### config.mk
export PLATFORM = sky130hd
export DESIGN_NAME = counter_sequencer
export DESIGN_NICKNAME = d
export VERILOG_FILES = /design/src/rtl/counter_sequencer.sv
export SDC_FILE = /design/constraint.sdc
export NUM_CORES = 1
export LEC_CHECK = 0
export ABC_AREA = 1
export ABC_CLOCK_PERIOD_IN_PS = 2900
export BUFFER_PORTS_ARGS = -buffer_cell sky130_fd_sc_hd__buf_2
export CELL_PAD_IN_SITES_DETAIL_PLACEMENT = 2
export CELL_PAD_IN_SITES_GLOBAL_PLACEMENT = 2
export CORE_MARGIN = 1
export CORE_UTILIZATION = 35
export CTS_CLUSTER_DIAMETER = 50
export CTS_CLUSTER_SIZE = 20
export DETAILED_ROUTE_END_ITERATION = 12
export GPL_ROUTABILITY_DRIVEN = 0
export PLACE_DENSITY_LB_ADDON = 0.1
export SLEW_MARGIN = 10
export SYNTH_ARGS = -nofsm -noshare
export SYNTH_HDL_FRONTEND = slang
export SYNTH_SLANG_ARGS = --single-unit
### constraint.sdc
create_clock -name clk -period 2.9 [get_ports clk]
set_input_delay 0.58 -clock clk [delete_from_list [all_inputs] [get_ports clk]]
set_output_delay 0.58 -clock clk [all_outputs]
set_load 0.02 [all_outputs]
### src/rtl/counter_sequencer.sv
// Tick-paced 4-bit up/down sequencer with pause, terminal count and continuous restart.
// Latency: q/state update on the edge after a qualifying tick; no backpressure (level controls only).
module counter_sequencer #(
    parameter int DIV_WIDTH = 32
) (
    input  logic       clk,
    input  logic       reset,
    input  logic       start,
    input  logic       stop,
    input  logic       clear,
    input  logic       dir,
    input  logic [3:0] load_val,
    input  logic [3:0] limit,
    input  logic [4:0] rate_sel,
    output logic [3:0] q,
    output logic       tick_out,
    output logic       running,
    output logic       done,
    output logic [1:0] state
);

    typedef enum logic [1:0] {
        IDLE  = 2'b00,
        RUN   = 2'b01,
        PAUSE = 2'b10,
        DONE  = 2'b11
    } state_t;

    localparam logic [DIV_WIDTH-1:0] DIV_ONE = 1;

    state_t               st;
    logic [DIV_WIDTH-1:0] div;
    logic                 edge_q;
    logic [3:0]           lim_l;
    logic [4:0]           rate_l;

    logic       cur_bit;
    logic       tick;
    logic       latch;
    logic [3:0] q_next;

    assign cur_bit = div[rate_l];
    assign tick    = cur_bit & ~edge_q;
    assign q_next  = dir ? q + 4'd1 : q - 4'd1;
    assign latch   = ((st == IDLE) || (st == DONE)) && start && !stop && !clear;

    always_ff @(posedge clk) begin
        if (reset) begin
            st     <= IDLE;
            q      <= 4'd0;
            div    <= '0;
            edge_q <= 1'b0;
            lim_l  <= 4'd0;
            rate_l <= 5'd0;
        end else begin
            div <= div + DIV_ONE;
            // On a relatch the edge register tracks the newly selected bit, so only a real edge ticks.
            edge_q <= latch ? div[rate_sel] : cur_bit;
            if (clear) begin
                st <= IDLE;
                q  <= 4'd0;
            end else begin
                case (st)
                    IDLE, DONE: begin
                        if (latch) begin
                            st     <= RUN;
                            q      <= load_val;
                            lim_l  <= limit;
                            rate_l <= rate_sel;
                        end
                    end
                    RUN: begin
                        if (stop) begin
                            st <= PAUSE;
                        end else if (tick) begin
                            q <= q_next;
                            if (q_next == lim_l) st <= DONE;
                        end
                    end
                    PAUSE: begin
                        if (!stop && start) st <= RUN;
                    end
                    default: st <= IDLE;
                endcase
            end
        end
    end

    assign tick_out = (st == RUN) && tick && !stop && !clear && !reset;
    assign running  = (st == RUN);
    assign done     = (st == DONE);
    assign state    = st;

endmodule

==> metrics.cfg, run 1 <==
[status]
status=complete, no violations

[timing]
relSlewSlack_pct=49.3
hold_slack_ps=487
setup_violations=0
fin_setup_tns_ps=0
tightestPinTransition_ps=759
period_minus_slack_ps=2630
hold_viol=0
finalMaxSlewViolations=0
fin_skew_ps=14.8
rsz0062_at_grt=false
clock.fmax_mhz=381
fin_crit_sh_pct=90.6
setup_slack_ps=274

[die]
die-area_mm2=0.00920
rows=33
fp.dieW_um=95.9
pin_count=28
coreArea_mm2=0.00838
initial_utilization_pct=36.8
die_y_um=95.9

[final_layout]
fill_cells=1073
insertedDiodeCount=0
nets=531
final_cell_mix=nand2_1, nor2_1, nand3_1
drive_gt1_share_pct=11.9
fin_area_mm2=0.00340
final_common_cell=nand2_1
area_growth_pct=10.1

[drt]
drt_iter0_markers=89
drt-total-wl_um=10900
final_antenna_net_count=0
vias_per_cell=5.48
vias=3347
dr.pass1.iters=4
wl_per_cell_um=17.8
drcViolationCount=0

[yosys]
synth-edff-count=0
ys_ff_latch=48
yosys_warnings=0
synthesis.area_mm2=0.00309
synth-main-ff-cell=dfxtp_1
syn_nets=509
synth_cell_types=39
async_flop_share_pct=0
synth_cells=483
ys_seq_area_share_pct=31.1
syn_avg_cell_area_um2=6.39

[clocking]
cts.sinks=48
clk_latency_ps=320
clk_pin_slew_worst_paths_ps=100
cts_made_buffers=5
h-tree-depth=2
cts_root_buf=clkbuf_8
clk_path_buf_depth=2
cts_tree=yes

[worst_setup_path]
cp_cell_sequence=buf_4, nand2_1, nand3_1, nand3_1, nand2_1, nand2_1, nand3_1, nand3_1, nor2_1, buf_2
worstSetupPathType=flop to output pin
critPathMaxStageDelay_ps=490
cp_top_family=simple AND/OR/NAND/NOR gates
crit_buf_inv=2
crit_path_end_kind=output pin
cp.arrival_ps=2050
required_ps=2320
start_kind=flop
cp_slowest_cell=dfxtp_1
critPathMaxFanout=12
critPathMostFrequentCell=nand3_1

[global_routing]
grt_pass1_vias=3442
grt_pass1_wl_um=17300
grt_overflow=0
track_usage_pct=25.1
grt_max_degree=23
antenna_found_initial=0

[min_path]
hold_class=input pin to flop

[power]
ir_drop_uv=163
finalPower_w=0.00135
power_density_mw_per_mm2=399
leakagePower_nw=1.30

[place]
placed_area_mm2=0.00331
pre_cts_ws_ps=472
io_buffers=27
hpwl_um=8280

[job]
max_cap_viol_count=0

synthesized netlist by cell type (all sizes together) (5+ instances only):
library cell  count  area share (%)
xor2              9             2.6
dfxtp            48              31
nor2             70             9.9
nand3            55             9.5
nand4             5             1.0
buf               6             1.0
o21ai            31             5.0
inv              47             5.7
a21oi            37             6.0
clkbuf            9             1.1
ha                6             2.4
nor3             11             2.5
nand2           122              15
power breakdown:
| part | internal, W | switching [W] |
|---|---|---|
| clock | 0.000169 | 0.000263 |
| sequential | 0.000677 | 0.0000236 |
| combinational | 0.0000750 | 0.000146 |
| total | 0.000921 | 0.000433 |
registers in the layout, summed over array words and instances, names as in the netlist:
signal / count
div: 32
rate_l: 5
lim_l: 4
q: 4
state: 2
edge_q: 1
through the flow:
step,utilization [%],cells
global placement,39.5,603
detailed placement,39.5,603
floorplan,-,483
finish,40.6,611
global route,40.6,611
CTS,40.5,611
tightest hold or removal path, stage by stage:
cell    delay, ps
buf_2          80
nor2_1         30
nor2_1         80
cells by family after synthesis:
logic type / count (synthesis) / share of synthesized area [%]
AND/OR/NAND/NOR: 274 / 40.6
buffers and inverters: 63 / 7.94
flip-flops: 48 / 31.1
adder cells (fa/ha/maj): 7 / 3.08
AO/OA/AOI/OAI: 77 / 13.2
multiplexers: 1 / 0.324
XOR/XNOR: 13 / 3.69
final timing paths:
path                            slack (ps)  cells past startpoint  startpoint   endpoint
worst max-delay path                   270                     10   rate_l[0]   tick_out
worst min-delay path                   490                      3    limit[0]   lim_l[0]
worst max register to register         490                     10    state[0]       q[1]
worst min register to register         510                      2   rate_l[4]  rate_l[4]
layout make-up:
type / instances / area (um2) / area share, %
Timing Repair Buffer: 30 / 158 / 4.64
Inverter: 48 / 180 / 5.30
Multi-Input combinational cell: 372 / 1880 / 55.3
Clock inverter: 3 / 18.8 / 0.552
Sequential cell: 48 / 962 / 28.3
Tap cell: 105 / 131 / 3.86
Clock buffer: 5 / 68.8 / 2.02
layer usage:
metal  global-route usage (%)  wire length, um
met2                     44.8             5340
met4                     6.47              156
met1                     31.5             5120
met5                        0                0
met3                     3.63              268
what timing repair did:
| action | in CTS | in global routing |
|---|---|---|
| gates resized for setup | 0 | 1 |
| buffers inserted | 0 | 0 |
| hold buffers | 0 | 0 |
| endpoints found under the setup margin | 0 | 1 |
Note: power is estimated with default switching activity, not from simulation.
==> inputs of run 2 (changes only) <==
--- a/config.mk
+++ b/config.mk
@@ -10,6 +10,7 @@
 export BUFFER_PORTS_ARGS = -buffer_cell sky130_fd_sc_hd__buf_2
 export CELL_PAD_IN_SITES_DETAIL_PLACEMENT = 2
 export CELL_PAD_IN_SITES_GLOBAL_PLACEMENT = 2
+export CORE_ASPECT_RATIO = 0.5
 export CORE_MARGIN = 1
 export CORE_UTILIZATION = 35
 export CTS_CLUSTER_DIAMETER = 50
@@ -17,6 +18,7 @@
 export DETAILED_ROUTE_END_ITERATION = 12
 export GPL_ROUTABILITY_DRIVEN = 0
 export PLACE_DENSITY_LB_ADDON = 0.1
+export RECOVER_POWER = 25
 export SLEW_MARGIN = 10
 export SYNTH_ARGS = -nofsm -noshare
 export SYNTH_HDL_FRONTEND = slang
==> run 2 against run 1 <==
  * Fmax down 1.1%
  * Largest cell class unchanged
  * Hold slack better by 18 ps
  * Non-clock buffer count unchanged
  * Count of clock-buffer cells in the layout up 3
  * Total power up 12%
  * Clock skew down 10 ps
  * Wire length up 2.3%
  * Largest power group unchanged
==> metrics.cfg, run 2 (synthesis results as in run 1) <==
[status]
status=complete, no violations

[timing]
finalMaxSlewViolations=0  ; unchanged
period_minus_slack_ps=2650  ; +28.5 ps
relSlewSlack_pct=47.3  ; -2.0 points
fin_skew_ps=4.64  ; -10.1 ps
fin_crit_sh_pct=91.5  ; +0.98 points
tightestPinTransition_ps=789  ; +30.6 ps
hold_viol=0  ; unchanged
setup_violations=0  ; unchanged
clock.fmax_mhz=377  ; -1.1%
fin_setup_tns_ps=0  ; unchanged
rsz0062_at_grt=false

[clocking]
ctsResizeCount=0  ; unchanged
clk_pin_slew_worst_paths_ps=60  ; -40 ps
clk_latency_ps=290  ; -30 ps
h-tree-depth=2  ; unchanged
clk_path_buf_depth=2  ; unchanged
cts_root_buf=clkbuf_16
cts_setup_buffers=0  ; unchanged
cts_made_buffers=5  ; unchanged
cts_hold_buf=0  ; unchanged
cts.sinks=48  ; unchanged
cts_tree=yes

[die]
fp.dieW_um=135  ; +41%
initial_utilization_pct=37.4  ; +0.55 points
coreArea_mm2=0.00826  ; -1.5%
rows=23  ; -30%
die_y_um=68.4  ; -29%
die-area_mm2=0.00922  ; +0.25%
pin_count=28  ; unchanged

[global_routing]
track_usage_pct=25.5  ; +0.46 points
antenna_found_initial=0  ; unchanged
grt_max_degree=23  ; unchanged
grt_overflow=0  ; unchanged
grt_pass1_vias=3248  ; -5.6%
grt_pass1_wl_um=17500  ; +1.2%

[final_layout]
insertedDiodeCount=0  ; unchanged
final_cell_mix=nand2_1, nor2_1, nand3_1
largest_register_ff_count=32  ; unchanged
reg.largest.list=div (32), rate_l (5)
largest-register=div
fill_cells=1036  ; -3.4%
nets=531  ; unchanged
drive_gt1_share_pct=9.49  ; -2.4 points
area_growth_pct=11.4
final_common_cell=nand2_1
instances_no_fill=618  ; +1.1%

[job]
max_cap_viol_count=0  ; unchanged

[drt]
vias=3322  ; -0.75%
wl_per_cell_um=18.0  ; +1.2%
drcViolationCount=0  ; unchanged
dr.pass1.iters=4  ; unchanged
vias_per_cell=5.38  ; -1.9%
drt-total-wl_um=11100  ; +2.3%
drt_iter0_markers=150  ; +69%
final_antenna_net_count=0  ; unchanged

[worst_setup_path]
cp_slowest_cell=dfxtp_1
critPathMaxFanout=10  ; -2
required_ps=2320  ; about the same
cp.arrival_ps=2070  ; +20 ps
crit_path_end_kind=output pin
cp_cell_sequence=inv_1, nand3_1, nand3_1, nand2_1, nand2_1, nand3_1, nand3_1, nor2_1, buf_2
start_kind=flop
worstSetupPathType=flop to output pin
critPathMostFrequentCell=nand3_1
critPathMaxStageDelay_ps=560  ; +70 ps
reg2reg_setup_slack_ps=260  ; -230 ps

[place]
dp.cells=610  ; +1.2%
hpwl_um=8520  ; +2.8%
io_buffers=27  ; unchanged

[power]
ir_drop_uv=203  ; +24%
power_density_mw_per_mm2=443  ; +11%
leakagePower_nw=1.28  ; -1.8%
finalPower_w=0.00152  ; +12%

[min_path]
hold_class=flop to flop

run 2: where the power goes:
group	internal (W)	switching, W
clock	0.000345	0.000262
sequential	0.000677	0.0000246
combinational	0.0000734	0.000142
run 2: routing by layer:
metal  track usage, %  up-vias  wire (um)
li1                 -     1619          -
met1             35.9     1647       5840
met2             41.8       51       4820
met3             4.00        5        416
met4             4.63        0         56
met5                0        -          0
run 2: worst max-delay path, delay by kind of cell, from the launching register on:
kind,cells,cell delay (ps)
buffers and inverters,2,420
flip-flops,1,560
AND/OR/NAND/NOR,7,800
run 2: path summary, 6_finish.rpt:
| kind | start | end | cells after the start |
|---|---|---|---|
| hold / removal | rate_l[4] | rate_l[4] | 2 |
| hold reg to reg | rate_l[4] | rate_l[4] | 2 |
| setup reg to reg | div[0] | div[29] | 9 |
| setup / recovery | rate_l[1] | tick_out | 9 |
run 2: final cells by class:
class                      instances  area (um2)  share of cell area [%]
tap                              112         140                    4.08
sequential                        48         961                    27.9
inverter                          48         180                    5.24
clock buffer                       8         146                    4.26
timing repair buffer              30         149                    4.33
multi-input combinational        372        1860                    54.1
run 2: through the flow:
step,hold slack (ps),util [%],area [um2],setup slack [ps]
final,505,41.6,3440,245
after global routing,533,41.6,3440,68.2
after CTS,514,42.0,3470,242
after detailed placement,505,40.2,3320,567
after global placement,506,40.2,3320,627
after floorplan,458,-,3090,645
==> inputs of run 3 (changes only) <==
--- a/config.mk
+++ b/config.mk
@@ -11,7 +11,7 @@
 export CELL_PAD_IN_SITES_DETAIL_PLACEMENT = 2
 export CELL_PAD_IN_SITES_GLOBAL_PLACEMENT = 2
 export CORE_ASPECT_RATIO = 0.5
-export CORE_MARGIN = 1
+export CORE_MARGIN = 2
 export CORE_UTILIZATION = 35
 export CTS_CLUSTER_DIAMETER = 50
 export CTS_CLUSTER_SIZE = 20
==> run 3 against run 2 <==
  * First-iteration DRC count increased by 31%
  * Clock skew about the same
  * Total power fell by 2.9%
  * Non-clock buffer count fell by 1
  * Sequential power hardly changed
  * Combinational power decreased by 4%
  * Core utilization down 2.2 points
  * Global-route usage down 2.3 points
  * Cell count is 0.49% higher
  * Hold slack better by 2.2 ps
  * Sequential share of layout area grew 0.25 points
  * Highest routed layer unchanged
==> metrics.cfg, run 3 (synthesis results as in run 1) <==
[worst_setup_path]
cp_slowest_cell=dfxtp_1
worstSetupPathType=flop to output pin
reg2reg_setup_slack_ps=450  ; +190 ps
r2r-start=div[0]
critPathMostFrequentCell=nand3_1
required_ps=2320  ; about the same
rr_worst_depth=12  ; +3
cp_cell_sequence=inv_2, nand2_1, nand3_1, nand3_1, nand2_1, nand2_1, nand3_1, nand3_1, nor2_1, buf_2
cp_top_family=simple AND/OR/NAND/NOR gates
start_kind=flop
critPathMaxStageDelay_ps=680  ; +120 ps
cp.arrival_ps=2110  ; +40 ps
crit_buf_inv=2  ; unchanged
r2r_end=div[28]
critPathMaxFanout=18  ; +8
crit_path_end_kind=output pin

[drt]
wl_per_cell_um=17.2  ; -4.7%
final_antenna_net_count=0  ; unchanged
vias=3267  ; -1.7%
vias_per_cell=5.26  ; -2.1%
drt_iter0_markers=197  ; +31%
drcViolationCount=0  ; unchanged
drt-total-wl_um=10700  ; -4.3%
dr.pass1.iters=4  ; unchanged

[timing]
rsz0062_at_grt=false
setup_violations=0  ; unchanged
fin_skew_ps=4.33  ; -0.314 ps
period_minus_slack_ps=2690  ; +37.0 ps
relSlewSlack_pct=51.5  ; +4.2 points
setup_slack_ps=208  ; -37.0 ps
fin_crit_sh_pct=92.8  ; +1.3 points
clock.fmax_mhz=372  ; -1.4%
fin_setup_tns_ps=0  ; unchanged
tightestPinTransition_ps=727  ; -62.9 ps
hold_viol=0  ; unchanged
finalMaxSlewViolations=0  ; unchanged

[clocking]
cts_root_buf=clkbuf_16
cts_setup_buffers=0  ; unchanged
cts.sinks=48  ; unchanged
cts_tree=yes
clk_pin_slew_worst_paths_ps=70  ; about the same
h-tree-depth=2  ; unchanged
cts_made_buffers=5  ; unchanged
clk_path_buf_depth=2  ; unchanged
cts_hold_buf=0  ; unchanged
clk_latency_ps=290  ; about the same
ctsResizeCount=0  ; unchanged

[min_path]
hold_depth=3  ; +1
hold_end=lim_l[2]
min_from=limit[2]
hold_class=input pin to flop

[final_layout]
largest-register=div
nets=530  ; -0.19%
fill_cells=1072  ; +3.5%
drive_gt1_share_pct=8.93  ; -0.56 points
insertedDiodeCount=0  ; unchanged
instances_no_fill=621  ; +0.49%
area_growth_pct=10.4
final_cell_mix=nand2_1, nor2_1, nand3_1
reg.largest.list=div (32), rate_l (5)
largest_register_ff_count=32  ; unchanged
fin_area_mm2=0.00341  ; -0.87%
final_common_cell=nand2_1

[place]
io_buffers=27  ; unchanged
hpwl_um=8300  ; -2.5%
dp.cells=614  ; +0.66%
pre_cts_ws_ps=515  ; -52.0 ps
placed_area_mm2=0.00332  ; about the same

[power]
ir_drop_uv=193  ; -4.9%
power_density_mw_per_mm2=434  ; -2.0%
leakagePower_nw=1.25  ; -2.1%

[global_routing]
grt_pass1_vias=3328  ; +2.5%
grt_max_degree=23  ; unchanged
track_usage_pct=23.3  ; -2.3 points
grt_overflow=0  ; unchanged
antenna_found_initial=0  ; unchanged
grt_pass1_wl_um=17300  ; -1.2%

[die]
die_y_um=70.4  ; +2.9%
coreArea_mm2=0.00865  ; +4.7%
die-area_mm2=0.00963  ; +4.5%
rows=24  ; +4.3%
initial_utilization_pct=35.7  ; -1.7 points
pin_count=28  ; unchanged
fp.dieW_um=137  ; +1.5%

[job]
max_cap_viol_count=0  ; unchanged

[status]
status=complete, no violations

-- run 3: stage by stage --
| step | utilization (%) | hold slack [ps] | total power, W |
|---|---|---|---|
| 2_1_floorplan | - | 458 | 0.000858 |
| 4_1_cts | 39.9 | 507 | 0.00151 |
| 6_report | 39.4 | 508 | 0.00148 |
| 5_1_grt | 39.4 | 530 | 0.00157 |
| 3_3_place_gp | 38.4 | 499 | 0.000920 |
| 3_5_place_dp | 38.4 | 510 | 0.000928 |
-- run 3: final cells by class --
class                           count  area [um2]  area share [%]
Sequential cell                    48         961            28.2
Tap cell                          117         146            4.30
Clock buffer                        6         129            3.78
Clock inverter                      1        5.00           0.147
Timing Repair Buffer               29         141            4.15
Multi-Input combinational cell    372        1850            54.1
Inverter                           48         180            5.29
-- run 3: worst max-delay path by stage --
stage	start	end	slack (ps)	cells after the start
2_1_floorplan	state[0]	tick_out	640	6
3_3_place_gp	rate_l[0]	tick_out	610	10
3_5_place_dp	rate_l[0]	tick_out	520	10
4_1_cts	rate_l[0]	tick_out	190	10
5_1_grt	rate_l[0]	tick_out	20	10
6_report	rate_l[0]	tick_out	210	10
-- run 3: power breakdown --
group	internal (W)	leakage (nW)	total (W)	switching (W)
Combinational	0.0000721	0.795	0.000207	0.000134
Sequential	0.000677	0.389	0.000703	0.0000259
Clock	0.000314	0.0667	0.000570	0.000256
Total	0.00106	1.25	0.00148	0.000416
-- run 3: metal layers --
| metal | share of wire (%) | track usage [%] |
|---|---|---|
| met5 | 0 | 0 |
| met4 | 0.54 | 3.89 |
| met3 | 4.1 | 3.92 |
| met2 | 43 | 37.0 |
| met1 | 52 | 33.4 |
-- run 3: worst min-delay path, stage by stage --
cell    delay (ps)
buf_2           70
nor2_1          30
nor2_1          80
